--- src/rtl/uart_pkg.sv ---
// Shared definitions for the UART transmit/receive blocks.
// Latency: n/a (types and constant helpers only).
// Backpressure: n/a.
// Contents: tx_state_t (IDLE=0, START=1, DATA=2, PARITY=3, STOP=4),
//           cnt_width() for sizing the baud counter.
package uart_pkg;

  typedef enum logic [2:0] {
    ST_IDLE   = 3'd0,
    ST_START  = 3'd1,
    ST_DATA   = 3'd2,
    ST_PARITY = 3'd3,
    ST_STOP   = 3'd4
  } tx_state_t;

  // Width of a counter that runs 0..n-1. Floors at 1 bit so a degenerate
  // parameter never produces a zero-width vector.
  function automatic int cnt_width(input int n);
    return (n < 2) ? 1 : $clog2(n);
  endfunction

endpackage

--- src/rtl/uart_baud_gen.sv ---
// Bit-period timer: counts 0..CLKS_PER_BIT-1 and flags the final count.
// Latency: tick is combinational from the registered count; clear takes effect next cycle.
// Backpressure: none; free-running unless clear is held.
// Ports:
//   clk, rst_n : clock, asynchronous active-low reset
//   clear      : force the count back to 0 on the next edge
//   tick       : 1 on the last cycle of each bit period
module uart_baud_gen
  import uart_pkg::*;
#(
  parameter int CLKS_PER_BIT = 434
) (
  input  logic clk,
  input  logic rst_n,
  input  logic clear,
  output logic tick
);

  localparam int CW = cnt_width(CLKS_PER_BIT);
  localparam logic [CW-1:0] LAST = CW'(CLKS_PER_BIT - 1);

  logic [CW-1:0] cnt;

  assign tick = (cnt == LAST);

  always_ff @(posedge clk or negedge rst_n) begin
    if (!rst_n) begin
      cnt <= '0;
    end else if (clear || tick) begin
      cnt <= '0;
    end else begin
      cnt <= cnt + CW'(1);
    end
  end

endmodule

--- src/rtl/fifo_uart_tx.sv ---
// Drains a show-ahead FIFO and serialises each word as a UART frame
// (start, WIDTH data bits LSB first, optional parity, 1 or 2 stop bits).
// Latency: tx goes low the cycle after the fifo_rd_en edge; frame = bits*CLKS_PER_BIT cycles.
// Backpressure: reads only when tx_en && !fifo_empty and the serialiser is free;
//               back-to-back frames are chained from the last stop cycle with no idle gap.
// Ports:
//   clk, rst_n   : clock, asynchronous active-low reset
//   tx_en        : permission to start new frames
//   fifo_empty   : FIFO empty flag
//   fifo_data    : FIFO show-ahead data
//   fifo_rd_en   : one-cycle pop pulse to the FIFO
//   tx           : serial line, idle high, registered
//   busy         : frame in progress, registered
//   frame_done   : pulse on the last cycle of the final stop bit
//   frame_count  : completed frames, wraps at 2^16
module fifo_uart_tx
  import uart_pkg::*;
#(
  parameter int WIDTH        = 8,
  parameter int CLKS_PER_BIT = 434,
  parameter int PARITY_EN    = 0,
  parameter int PARITY_ODD   = 0,
  parameter int STOP_BITS    = 1
) (
  input  logic             clk,
  input  logic             rst_n,
  input  logic             tx_en,
  input  logic             fifo_empty,
  input  logic [WIDTH-1:0] fifo_data,
  output logic             fifo_rd_en,
  output logic             tx,
  output logic             busy,
  output logic             frame_done,
  output logic [15:0]      frame_count
);

  localparam int BW = $clog2(WIDTH) + 1;
  localparam logic [BW-1:0] LAST_DATA = BW'(WIDTH - 1);
  localparam logic [BW-1:0] LAST_STOP = BW'(STOP_BITS - 1);

  tx_state_t        state;
  tx_state_t        state_n;
  logic [WIDTH-1:0] shreg;
  logic [WIDTH-1:0] shreg_n;
  logic [BW-1:0]    bit_idx;
  logic [BW-1:0]    bit_n;
  logic             par_bit;
  logic             par_n;
  logic             tx_n;
  logic             ready;
  logic             baud_clr;
  logic             baud_tick;
  logic             last_stop;

  uart_baud_gen #(
    .CLKS_PER_BIT(CLKS_PER_BIT)
  ) u_baud (
    .clk   (clk),
    .rst_n (rst_n),
    .clear (baud_clr),
    .tick  (baud_tick)
  );

  // ready is low during reset and for the first cycle after it, so an IDLE
  // state under reset can never pop a word that would then be lost.
  assign last_stop  = (state == ST_STOP) && baud_tick && (bit_idx == LAST_STOP);
  assign frame_done = last_stop;
  assign fifo_rd_en = ready && tx_en && !fifo_empty &&
                      ((state == ST_IDLE) || last_stop);

  always_comb begin
    state_n  = state;
    shreg_n  = shreg;
    bit_n    = bit_idx;
    par_n    = par_bit;
    baud_clr = 1'b0;

    unique case (state)
      ST_IDLE: begin
        baud_clr = 1'b1;
      end
      ST_START: begin
        if (baud_tick) begin
          state_n = ST_DATA;
          bit_n   = '0;
        end
      end
      ST_DATA: begin
        if (baud_tick) begin
          shreg_n = shreg >> 1;
          if (bit_idx == LAST_DATA) begin
            bit_n   = '0;
            state_n = (PARITY_EN != 0) ? ST_PARITY : ST_STOP;
          end else begin
            bit_n = bit_idx + BW'(1);
          end
        end
      end
      ST_PARITY: begin
        if (baud_tick) begin
          state_n = ST_STOP;
          bit_n   = '0;
        end
      end
      ST_STOP: begin
        if (baud_tick) begin
          if (bit_idx == LAST_STOP) begin
            state_n  = ST_IDLE;
            baud_clr = 1'b1;
          end else begin
            bit_n = bit_idx + BW'(1);
          end
        end
      end
      default: begin
        state_n  = ST_IDLE;
        baud_clr = 1'b1;
      end
    endcase

    // Load overrides everything: from IDLE or from the final stop cycle.
    if (fifo_rd_en) begin
      state_n  = ST_START;
      shreg_n  = fifo_data;
      par_n    = (^fifo_data) ^ (PARITY_ODD != 0);
      bit_n    = '0;
      baud_clr = 1'b1;
    end

    // tx is registered from the next state so the line changes exactly on
    // the bit-period boundary.
    unique case (state_n)
      ST_START:  tx_n = 1'b0;
      ST_DATA:   tx_n = shreg_n[0];
      ST_PARITY: tx_n = par_n;
      default:   tx_n = 1'b1;
    endcase
  end

  always_ff @(posedge clk or negedge rst_n) begin
    if (!rst_n) begin
      state       <= ST_IDLE;
      shreg       <= '0;
      bit_idx     <= '0;
      par_bit     <= 1'b0;
      tx          <= 1'b1;
      busy        <= 1'b0;
      frame_count <= 16'd0;
      ready       <= 1'b0;
    end else begin
      state   <= state_n;
      shreg   <= shreg_n;
      bit_idx <= bit_n;
      par_bit <= par_n;
      tx      <= tx_n;
      busy    <= (state_n != ST_IDLE);
      ready   <= 1'b1;
      if (last_stop) begin
        frame_count <= frame_count + 16'd1;
      end
    end
  end

endmodule
--- config.mk ---
export PLATFORM = sky130hd
export DESIGN_NAME = fifo_uart_tx
export DESIGN_NICKNAME = d
export VERILOG_FILES = /design/src/rtl/uart_pkg.sv /design/src/rtl/uart_baud_gen.sv /design/src/rtl/fifo_uart_tx.sv
export SDC_FILE = /design/constraint.sdc
export NUM_CORES = 1
export LEC_CHECK = 0
export ABC_CLOCK_PERIOD_IN_PS = 4800
export BUFFER_PORTS_ARGS = -buffer_cell sky130_fd_sc_hd__buf_2
export CORE_MARGIN = 5
export CORE_UTILIZATION = 35
export CTS_BUF_LIST = sky130_fd_sc_hd__clkbuf_16
export DETAILED_ROUTE_END_ITERATION = 10
export GPL_TIMING_DRIVEN = 0
export SLEW_MARGIN = 10
export SYNTH_ARGS = -nofsm -noshare
export SYNTH_HDL_FRONTEND = slang
export SYNTH_HIERARCHICAL = 1
export SYNTH_SLANG_ARGS = --single-unit
--- constraint.sdc ---
create_clock -name clk -period 4.8 [get_ports clk]
set_input_delay 0.96 -clock clk [delete_from_list [all_inputs] [get_ports clk]]
set_output_delay 0.96 -clock clk [all_outputs]
set_load 0.01 [all_outputs]
# After elaboration in Yosys (flattened, before gate mapping)
# Index checks and enable logic that the tools add are counted.
word_totals:
  regBits: 44
  output_inout_bits: 20
op_classes:
  add_sub_neg: 3
  eq_ne: 13
  mux: 25
  n_reduce_logical: 19
op_table:
  columns: ["cell", "n"]
  rows:
  - ["$mux 4", 6]
  - ["$mux 8", 3]
  - ["$mux 3", 7]
  - ["$add 16x1->16 const B", 1]
  - ["$pmux 3 s5", 1]
  - ["$eq 3x2->1 const B", 4]
  - ["$pmux 4 s3", 1]
  - ["$add 9x1->9 const B", 1]
  - ["$eq 9x9->1 const B", 1]
  - ["$mux 9", 1]
  - ["$ne 3x3->1 const B", 3]
  - ["$reduce_xor 8->1", 1]
  - ["$eq 3x1->1 const B", 2]
  - ["$logic_and 1x1->1", 5]
  - ["$reduce_and 5->1", 1]
  - ["$add 4x1->4 const B", 1]
  - ["$eq 4x3->1 const B", 1]
  - ["$logic_not 4->1", 1]
  - ["$mux 1", 4]
  - ["$reduce_bool 2->1", 2]
  - ["$reduce_bool 4->1", 1]
  - ["$eq 3x3->1 const B", 1]
  - ["$logic_not 3->1", 1]
  - ["$ne 3x1->1 const B", 1]
  - ["8 further kinds", 9]

# Longest topological paths before layout
# Gate-level depths: netlist of run 1.
depth:
  word_depth: 8
  ltp_mapped: 11

# Modules after synthesis
# Netlist of run 1, hierarchy kept.
modules_own_cells:
  columns: ["module", "n_inst", "cells_per_inst", "area_per_inst_um2", "seq_area_each_um2"]
  rows:
  - ["fifo_uart_tx", 1, 172, 1818.0, 877.1]
  - ["uart_baud_gen", 1, 48, 485.5, 225.2]

# Worst setup path after synthesis of run 1
# No wires, ideal clock.
synth_path:
  kind: "register to output"
  start: "register u_baud.cnt[2]"
  end: "output port fifo_rd_en"
  arrival_ns: 2.032
  t_required_ns: 3.840
  slack_ns: 1.808
  stages_incl_launch_ff: 8
  n_path_buf: 2
  path_cell_list: "dfrtp_1 or3_4 nor3_1 buf_4 nand4bb_4 a2111o_4 inv_6 buf_12"
synth_between:
  elab_chain_cells: 5
synth_lines:
  columns: ["element", "line_no", "text"]
  rows:
  - ["from (decl)", "uart_baud_gen.sv:22", "logic [CW-1:0] cnt;"]
  - ["from (signal assigned)", "uart_baud_gen.sv:32", "cnt <= cnt + CW'(1);"]
  - ["$eq 9x9->1", "uart_baud_gen.sv:24", "assign tick = (cnt == LAST);"]
  - ["via baud_tick", "fifo_uart_tx.sv:52", "logic baud_tick;"]
  - ["$logic_and 1x1->1 (2 in series)", "fifo_uart_tx.sv:66", "assign last_stop = (state == ST_STOP) && baud_tick && (bit_idx == LAST_STOP);"]
  - ["$logic_or 1x1->1", "fifo_uart_tx.sv:69", "((state == ST_IDLE) || last_stop);"]
  - ["$logic_and 1x1->1", "fifo_uart_tx.sv:68", "assign fifo_rd_en = ready && tx_en && !fifo_empty &&"]
  - ["to (decl)", "fifo_uart_tx.sv:30", "output logic fifo_rd_en,"]
# The timed path passes the listed nets, and every way through them passes these cells.

# Worst setup path after layout of run 1
# Same ends and word-level chain as after synthesis.

==> metrics.txt, run 1 <==
# TYPE chip_impl_metric gauge
chip_impl_info{name="outcome",value="complete, no violations"} 1
chip_impl_metric{name="instance_count_along_the_most_critical_hold_path",unit=""} 1
chip_impl_metric{name="vias_in_the_first_global_route",unit=""} 1634
chip_impl_info{name="hold_class",value="reg2reg"} 1
chip_impl_metric{name="post_drt_wl_per_cell",unit="microns"} 13.25
chip_impl_metric{name="utilization_of_the_core_after_routing",unit="%"} 42.10
chip_impl_metric{name="power_leakage",unit="nW"} 1.220
chip_impl_metric{name="floorplan.io_pins",unit=""} 32
chip_impl_metric{name="ys_seq_area_share",unit="%"} 47.85
chip_impl_info{name="cell_at_the_root_of_the_clock_tree",value="sky130_fd_sc_hd__clkbuf_16"} 1
chip_impl_metric{name="worstPathMaxFanout",unit=""} 10
chip_impl_info{name="tritoncts",value="yes"} 1
chip_impl_metric{name="tritoncts_sink_count",unit=""} 44
chip_impl_metric{name="syn2layout_area_growth",unit="%"} 16.73
chip_impl_metric{name="core-area",unit="sq um"} 6386
chip_impl_metric{name="r2r_slack",unit="ns"} 2.27
chip_impl_metric{name="multi_input_area",unit="sq um"} 1106
chip_impl_metric{name="cts_post_setup_buffers_inserted",unit=""} 0
chip_impl_metric{name="vdd.ir_drop.worst",unit="mV"} 0.1399
chip_impl_metric{name="floorplan.die.height",unit="microns"} 91.13
chip_impl_metric{name="fp.dieArea",unit="sq um"} 8304
chip_impl_metric{name="finalWorstPathRequiredPeriod",unit="ns"} 3.554
chip_impl_metric{name="drv_cap",unit=""} 0
chip_impl_metric{name="ctsLongestPathBuffers",unit=""} 2
chip_impl_metric{name="synth_edf_count",unit=""} 0
chip_impl_metric{name="globalRouteTotalUtil",unit="%"} 11.35
chip_impl_metric{name="wire_length_of_the_first_global_routing_pass",unit="microns"} 7755
chip_impl_info{name="r2r-start",value="u_baud/cnt[2]"} 1
chip_impl_metric{name="r2r_cells",unit=""} 8
chip_impl_metric{name="number_of_remaining_drc_errors",unit=""} 0
chip_impl_metric{name="initial_antenna_violation_count",unit=""} 0
chip_impl_info{name="critical_path.endpoint_type",value="output pin"} 1
chip_impl_metric{name="final_layout_size_suffix_gt1_share",unit="%"} 19.77
chip_impl_metric{name="place.gp.congestion",unit=""} 0.7919
chip_impl_metric{name="dr.first_iter.drc_count",unit=""} 110
chip_impl_info{name="timing.critical_path.from_type",value="flop"} 1
chip_impl_metric{name="period_share",unit="%"} 74.04
chip_impl_metric{name="clock_skew",unit="ns"} 0.005203
chip_impl_metric{name="effective_utilization_at_floorplan",unit="%"} 36.07
chip_impl_metric{name="synth_cell_type_count",unit=""} 54
chip_impl_metric{name="clkTransAtPathRegs",unit="ns"} 0.06
chip_impl_metric{name="setup_total_negative_slack",unit="ns"} 0
chip_impl_metric{name="post_synthesis_mean_instance_area",unit="sq um"} 10.47
chip_impl_metric{name="final_net_count",unit=""} 275
chip_impl_metric{name="timing.critical_path.required",unit="ns"} 3.84
chip_impl_metric{name="final_wirelength",unit="microns"} 4438
chip_impl_metric{name="achievable-frequency",unit="MHz"} 281.4
chip_impl_metric{name="relSlewSlack",unit="%"} 35.44
chip_impl_metric{name="cts-buffers-inserted",unit=""} 5
chip_impl_metric{name="post_synth_arst_share",unit="%"} 100.0
chip_impl_metric{name="postSynthRegisterBits",unit=""} 44
chip_impl_info{name="worstSetupPathType",value="reg2out"} 1
chip_impl_metric{name="netlist_instances",unit=""} 220
chip_impl_metric{name="num_vias",unit=""} 1704
chip_impl_metric{name="cp_data_arrival_time",unit="ns"} 2.59
chip_impl_info{name="grt_setup_unrepaired",value="no"} 1
chip_impl_metric{name="overflow",unit=""} 0
chip_impl_info{name="hold-path-endpoint",value="frame_count[15]"} 1
chip_impl_metric{name="postSynthNetCount",unit=""} 237
chip_impl_metric{name="timing_worst_slew_pin_value",unit="ns"} 0.9683
chip_impl_metric{name="cts_repair_resize_count",unit=""} 0
chip_impl_metric{name="insertedDiodeCount",unit=""} 0
chip_impl_metric{name="final-max-slew-violation-count",unit=""} 0
chip_impl_info{name="synth_ff_type",value="sky130_fd_sc_hd__dfrtp_1"} 1
chip_impl_metric{name="dpl.hpwl",unit="microns"} 3246
chip_impl_metric{name="filler_cells_inserted",unit=""} 634
chip_impl_metric{name="die_width",unit="microns"} 91.13
chip_impl_metric{name="antenna_violating_nets_post_route",unit=""} 0
chip_impl_info{name="rr_endpoint",value="tx"} 1
chip_impl_metric{name="cts_hold_buffers",unit=""} 0
chip_impl_metric{name="first_pass_iters",unit=""} 4
chip_impl_metric{name="synthesis.area",unit="sq um"} 2303
chip_impl_metric{name="routed_via_density",unit=""} 5.087
chip_impl_metric{name="register_area",unit="sq um"} 1102
chip_impl_info{name="worstHoldStart",value="frame_count[15]"} 1
chip_impl_metric{name="yosys_warnings",unit=""} 6
chip_impl_metric{name="hold_viol_final",unit=""} 0
chip_impl_metric{name="htree_num_levels",unit=""} 2
chip_impl_metric{name="io_buffer_count",unit=""} 31
chip_impl_metric{name="core.rowCount",unit=""} 29
chip_impl_metric{name="grt_start_max_net_pins",unit=""} 45
chip_impl_metric{name="worst_skew_pair.late_latency",unit="ns"} 0.28
chip_impl_metric{name="setup_violations",unit=""} 0
chip_impl_metric{name="power.density",unit="nW/um^2"} 359.7
-- cells by family after synthesis --
logic type      synth area share [%]
other cells                   0.1628
mux                           0.8691
xor+xnor                       9.506
compound gates                 14.07
flops                          47.85
simple gates                   20.70
buf+inv                        4.128
fa+ha+maj                      2.716
-- Yosys cell counts (3+ instances only) --
library cell / count / area share, %
sky130_fd_sc_hd__nand4_1: 5 / 1.4
sky130_fd_sc_hd__xnor2_1: 19 / 7.2
sky130_fd_sc_hd__inv_1: 11 / 1.8
sky130_fd_sc_hd__nand2_1: 19 / 3.1
sky130_fd_sc_hd__a31oi_1: 4 / 1.1
sky130_fd_sc_hd__a21oi_1: 4 / 0.87
sky130_fd_sc_hd__a22o_1: 6 / 2.3
sky130_fd_sc_hd__dfrtp_1: 43 / 47
sky130_fd_sc_hd__ha_1: 5 / 2.7
sky130_fd_sc_hd__o21ai_0: 6 / 1.3
sky130_fd_sc_hd__nand2b_1: 4 / 1.1
sky130_fd_sc_hd__xor2_1: 6 / 2.3
sky130_fd_sc_hd__a21o_1: 6 / 2.0
sky130_fd_sc_hd__or3_1: 3 / 0.81
sky130_fd_sc_hd__nor2_1: 17 / 2.8
sky130_fd_sc_hd__nor3_1: 5 / 1.1
sky130_fd_sc_hd__nand3_1: 10 / 2.2
-- per-layer routing --
metal,vias to the layer above,routed length [microns],track usage (%)
li1,861,-,-
met1,810,2123,15.12
met2,28,2060,17.49
met3,5,189,3.636
met4,0,65,3.667
met5,-,0,0
-- sequential cells by signal, indices dropped and copies added (netlist names) --
| signal | cells |
|---|---|
| bit_idx | 4 |
| tx | 1 |
| ready | 1 |
| state | 3 |
| par_bit | 1 |
| shreg | 8 |
| busy | 1 |
| u_baud/cnt | 9 |
| frame_count | 16 |
-- how the worst max path moves through the flow --
stage | start | to | slack, ns
floorplan | u_baud/cnt[2] | fifo_rd_en | 1.81
global placement | u_baud/cnt[2] | fifo_rd_en | 1.51
detailed placement | u_baud/cnt[2] | fifo_rd_en | 1.53
CTS | u_baud/cnt[2] | fifo_rd_en | 1.22
global route | u_baud/cnt[2] | fifo_rd_en | 1.12
finish | u_baud/cnt[2] | fifo_rd_en | 1.25
-- area by class of cell --
cell class	instances	area share [%]
sequential	44	41.00
clock inverter	2	0.3257
timing repair buffer	31	5.770
inverter	12	1.861
multi-input combinational	158	41.14
tap	77	3.583
clock buffer	5	4.653
buffer	6	1.675
-- layout by cell type, fill, tap and decap left out, drive strengths merged, types with 8 or more instances in the layout --
cell type,count
nand3,10
xnor2,19
inv,13
clkbuf,8
nor2,18
buf,34
dfrtp,43
nand2,19
-- stage by stage --
step / power [W] / std cells / hold WS [ns] / instance area [sq um] / worst slack [ns]
global route: 0.001033 / 335 / 0.4927 / 2689 / 1.124
global placement: 0.0006595 / 328 / 0.4596 / 2555 / 1.508
floorplan: 0.0006137 / 220 / 0.4489 / 2303 / 1.808
finish: 0.0009672 / 335 / 0.4650 / 2689 / 1.246
CTS: 0.0009837 / 335 / 0.4777 / 2689 / 1.218
detailed placement: 0.0006620 / 328 / 0.4678 / 2555 / 1.527
-- worst max-delay path, stage by stage (launching register included) --
cell                        delay (ns)
sky130_fd_sc_hd__dfrtp_1          0.44
sky130_fd_sc_hd__or3_4            0.43
sky130_fd_sc_hd__nor3_1           0.14
sky130_fd_sc_hd__buf_4            0.21
sky130_fd_sc_hd__nand4bb_4        0.16
sky130_fd_sc_hd__a2111o_4         0.57
sky130_fd_sc_hd__inv_6            0.10
sky130_fd_sc_hd__buf_12           0.12
sky130_fd_sc_hd__buf_2            0.13
-- report_power, final --
part / leakage, nW / switching, W / internal (W)
sequential: 0.572 / 0.0000495 / 0.000432
clock: 0.0709 / 0.000127 / 0.000187
combinational: 0.577 / 0.0000877 / 0.0000833
total: 1.22 / 0.000265 / 0.000703
Note: power is estimated with default switching activity, not from simulation.
==> run 2: changes to the inputs <==
--- a/config.mk
+++ b/config.mk
@@ -5,7 +5,7 @@
 export SDC_FILE = /design/constraint.sdc
 export NUM_CORES = 1
 export LEC_CHECK = 0
-export ABC_CLOCK_PERIOD_IN_PS = 4800
+export ABC_CLOCK_PERIOD_IN_PS = 3000
 export BUFFER_PORTS_ARGS = -buffer_cell sky130_fd_sc_hd__buf_2
 export CORE_MARGIN = 5
 export CORE_UTILIZATION = 35
==> constraint.sdc (replaced) <==
create_clock -name clk -period 3 [get_ports clk]
set_input_delay 0.6 -clock clk [delete_from_list [all_inputs] [get_ports clk]]
set_output_delay 0.6 -clock clk [all_outputs]
set_load 0.01 [all_outputs]
==> metrics.txt, run 2 (same netlist as run 1, synthesis figures left out) <==
# TYPE chip_impl_metric gauge
chip_impl_metric{name="max_reg_flops",unit=""} 16
chip_impl_metric{name="num_vias",unit=""} 1736
chip_impl_metric{name="share_seq_of_total_power",unit="%"} 47.2
chip_impl_metric{name="effective_utilization_at_floorplan",unit="%"} 36.07
chip_impl_metric{name="setup_violations",unit=""} 0
chip_impl_info{name="startpoint",value="u_baud/cnt[6]"} 1
chip_impl_metric{name="share_comb_of_total_power",unit="%"} 21.4
chip_impl_info{name="worstSetupPathType",value="reg2out"} 1
chip_impl_metric{name="first_pass_iters",unit=""} 4
chip_impl_metric{name="routed_via_density",unit=""} 5.017
chip_impl_info{name="hold_class",value="reg2reg"} 1
chip_impl_metric{name="vias_in_the_first_global_route",unit=""} 1663
chip_impl_info{name="worstHoldStart",value="frame_count[15]"} 1
chip_impl_metric{name="io_buffer_count",unit=""} 31
chip_impl_metric{name="clock_skew",unit="ns"} 0.005665
chip_impl_metric{name="floorplan.io_pins",unit=""} 32
chip_impl_info{name="critical_path.endpoint_type",value="output pin"} 1
chip_impl_metric{name="timing_worst_slew_pin_value",unit="ns"} 0.9710
chip_impl_info{name="mostFrequentLayoutCells",value="sky130_fd_sc_hd__dfrtp_1 (42), sky130_fd_sc_hd__buf_2 (31), sky130_fd_sc_hd__xnor2_1 (19), sky130_fd_sc_hd__nand2_1 (18), sky130_fd_sc_hd__nor2_1 (17)"} 1
chip_impl_info{name="r2r-start",value="u_baud/cnt[6]"} 1
chip_impl_metric{name="hold_viol_final",unit=""} 0
chip_impl_metric{name="dr.first_iter.drc_count",unit=""} 130
chip_impl_metric{name="grt_start_max_net_pins",unit=""} 45
chip_impl_metric{name="whs",unit="ns"} 0.4648
chip_impl_metric{name="wire_length_of_the_first_global_routing_pass",unit="microns"} 7907
chip_impl_metric{name="worstPathMaxFanout",unit=""} 13
chip_impl_metric{name="cts-buffers-inserted",unit=""} 5
chip_impl_metric{name="die_width",unit="microns"} 91.13
chip_impl_metric{name="switching_share",unit="%"} 27.30
chip_impl_metric{name="core-area",unit="sq um"} 6386
chip_impl_metric{name="core.rowCount",unit=""} 29
chip_impl_info{name="top_register",value="frame_count"} 1
chip_impl_metric{name="tritoncts_sink_count",unit=""} 44
chip_impl_metric{name="overflow",unit=""} 0
chip_impl_info{name="grt_setup_unrepaired",value="no"} 1
chip_impl_info{name="timing.critical_path.from_type",value="flop"} 1
chip_impl_info{name="critical_path.cell_chain",value="or3_4, nor3_2, buf_4, nand4bb_4, a2111o_4, clkinv_4, buf_6"} 1
chip_impl_info{name="tritoncts",value="yes"} 1
chip_impl_metric{name="final_layout_size_suffix_gt1_share",unit="%"} 24.54
chip_impl_metric{name="cell_internal_pwr",unit="W"} 0.001165
chip_impl_info{name="final_common_cell",value="sky130_fd_sc_hd__dfrtp_1"} 1
chip_impl_metric{name="final_net_count",unit=""} 286
chip_impl_metric{name="initial_antenna_violation_count",unit=""} 0
chip_impl_metric{name="drv_cap",unit=""} 0
chip_impl_info{name="outcome",value="complete, no violations"} 1
chip_impl_metric{name="crit_path_max_incr_delay",unit="ns"} 0.53
chip_impl_metric{name="place.gp.congestion",unit=""} 0.7919
chip_impl_metric{name="period_share",unit="%"} 95.32
chip_impl_metric{name="power.density",unit="nW/um^2"} 576.7
chip_impl_metric{name="syn2layout_area_growth",unit="%"} 20.64
chip_impl_metric{name="post_drt_wl_per_cell",unit="microns"} 13.12
chip_impl_metric{name="insertedDiodeCount",unit=""} 0
chip_impl_metric{name="vdd.ir_drop.worst",unit="mV"} 0.2309
chip_impl_metric{name="finalWorstPathRequiredPeriod",unit="ns"} 2.860
chip_impl_metric{name="timing.critical_path.required",unit="ns"} 2.40
chip_impl_metric{name="cp_data_arrival_time",unit="ns"} 2.26
chip_impl_metric{name="fp.dieArea",unit="sq um"} 8304
chip_impl_metric{name="worst_skew_pair.late_latency",unit="ns"} 0.28
chip_impl_metric{name="dpl.hpwl",unit="microns"} 3246
chip_impl_info{name="cpMaxStageDelayCell",value="sky130_fd_sc_hd__a2111o_4"} 1
chip_impl_metric{name="number_of_remaining_drc_errors",unit=""} 0
chip_impl_metric{name="htree_num_levels",unit=""} 2
chip_impl_metric{name="setup_total_negative_slack",unit="ns"} 0
chip_impl_info{name="reg_top3",value="frame_count x16, u_baud/cnt x9, shreg x8"} 1
chip_impl_metric{name="ctsLongestPathBuffers",unit=""} 2
chip_impl_metric{name="antenna_violating_nets_post_route",unit=""} 0
chip_impl_metric{name="final-max-slew-violation-count",unit=""} 0
chip_impl_metric{name="switchingPower",unit="W"} 0.0004375
chip_impl_metric{name="final_wirelength",unit="microns"} 4538
chip_impl_info{name="critical-path-top-delay-family",value="simple AND/OR/NAND/NOR gates"} 1
chip_impl_metric{name="cp.buffers_inverters",unit=""} 3
chip_impl_metric{name="globalRouteTotalUtil",unit="%"} 11.59
chip_impl_info{name="cell_at_the_root_of_the_clock_tree",value="sky130_fd_sc_hd__clkbuf_16"} 1
chip_impl_metric{name="clkTransAtPathRegs",unit="ns"} 0.06
chip_impl_metric{name="power_leakage",unit="nW"} 1.273
chip_impl_metric{name="clockPowerShare",unit="%"} 31.4
chip_impl_metric{name="achievable-frequency",unit="MHz"} 349.7
chip_impl_metric{name="floorplan.die.height",unit="microns"} 91.13
chip_impl_metric{name="relSlewSlack",unit="%"} 35.27
-- run 2: final cells by class --
class	count	area (sq um)
buffer	5	25.02
timing repair buffer	43	251.5
inverter	12	50.05
tap	77	96.34
clock buffer	5	125.1
clock inverter	2	8.758
sequential	44	1104
fill	622	3607
multi-input combinational	158	1119
-- run 2: metrics by stage --
step,setup slack (ns),std cells,util [%],power (W),cell area [sq um]
after floorplan,0.3681,220,-,0.0009820,2303
after global placement,0.06807,328,40.01,0.001055,2555
after detailed placement,0.08653,328,40.01,0.001059,2555
after CTS,0.007459,340,42.83,0.001596,2735
after global routing,0.04984,346,43.51,0.001712,2779
final,0.1405,346,43.51,0.001603,2779
-- run 2: layer usage --
metal,up-vias,track usage (%),wire (microns)
li1,877,-,-
met1,826,15.48,2165
met2,28,17.91,2111
met3,5,3.636,196
met4,0,3.667,65
met5,-,0,0
-- run 2: timing repair --
item,CTS,global route
resized for setup,3,3
buffers inserted,5,7
hold buffers,0,0
setup endpoints to repair,1,1
pin swaps,2,3
-- run 2: worst register-to-register path, delay by kind of cell, from the launching register on --
family / cells / cell delay [ns]
muxes: 1 / 0.27
buffers and inverters: 3 / 0.68
DFF: 1 / 0.38
AOI/OAI and AO/OA: 1 / 0.22
and+or+nand+nor: 4 / 0.91
-- run 2: final timing paths --
path                                    to  depth (start not counted)  slack (ns)
max                             fifo_rd_en                          7        0.14
min reg2reg                frame_count[15]                          1        0.46
max in group asynchronous    u_baud/cnt[2]                          1        1.86
min                        frame_count[15]                          1        0.46
max reg2reg                             tx                          9        0.46
min in group asynchronous   frame_count[2]                          1        0.48
-- run 2: power groups by stage --
| stage | clock [W] | combinational, W | sequential (W) |
|---|---|---|---|
| 6_report | 0.000502 | 0.000343 | 0.000757 |
| 5_1_grt | 0.000557 | 0.000385 | 0.000770 |
| 4_1_cts | 0.000522 | 0.000313 | 0.000761 |
| 3_5_place_dp | 0 | 0.000279 | 0.000780 |
| 3_3_place_gp | 0 | 0.000275 | 0.000780 |
| 2_1_floorplan | 0 | 0.000214 | 0.000768 |
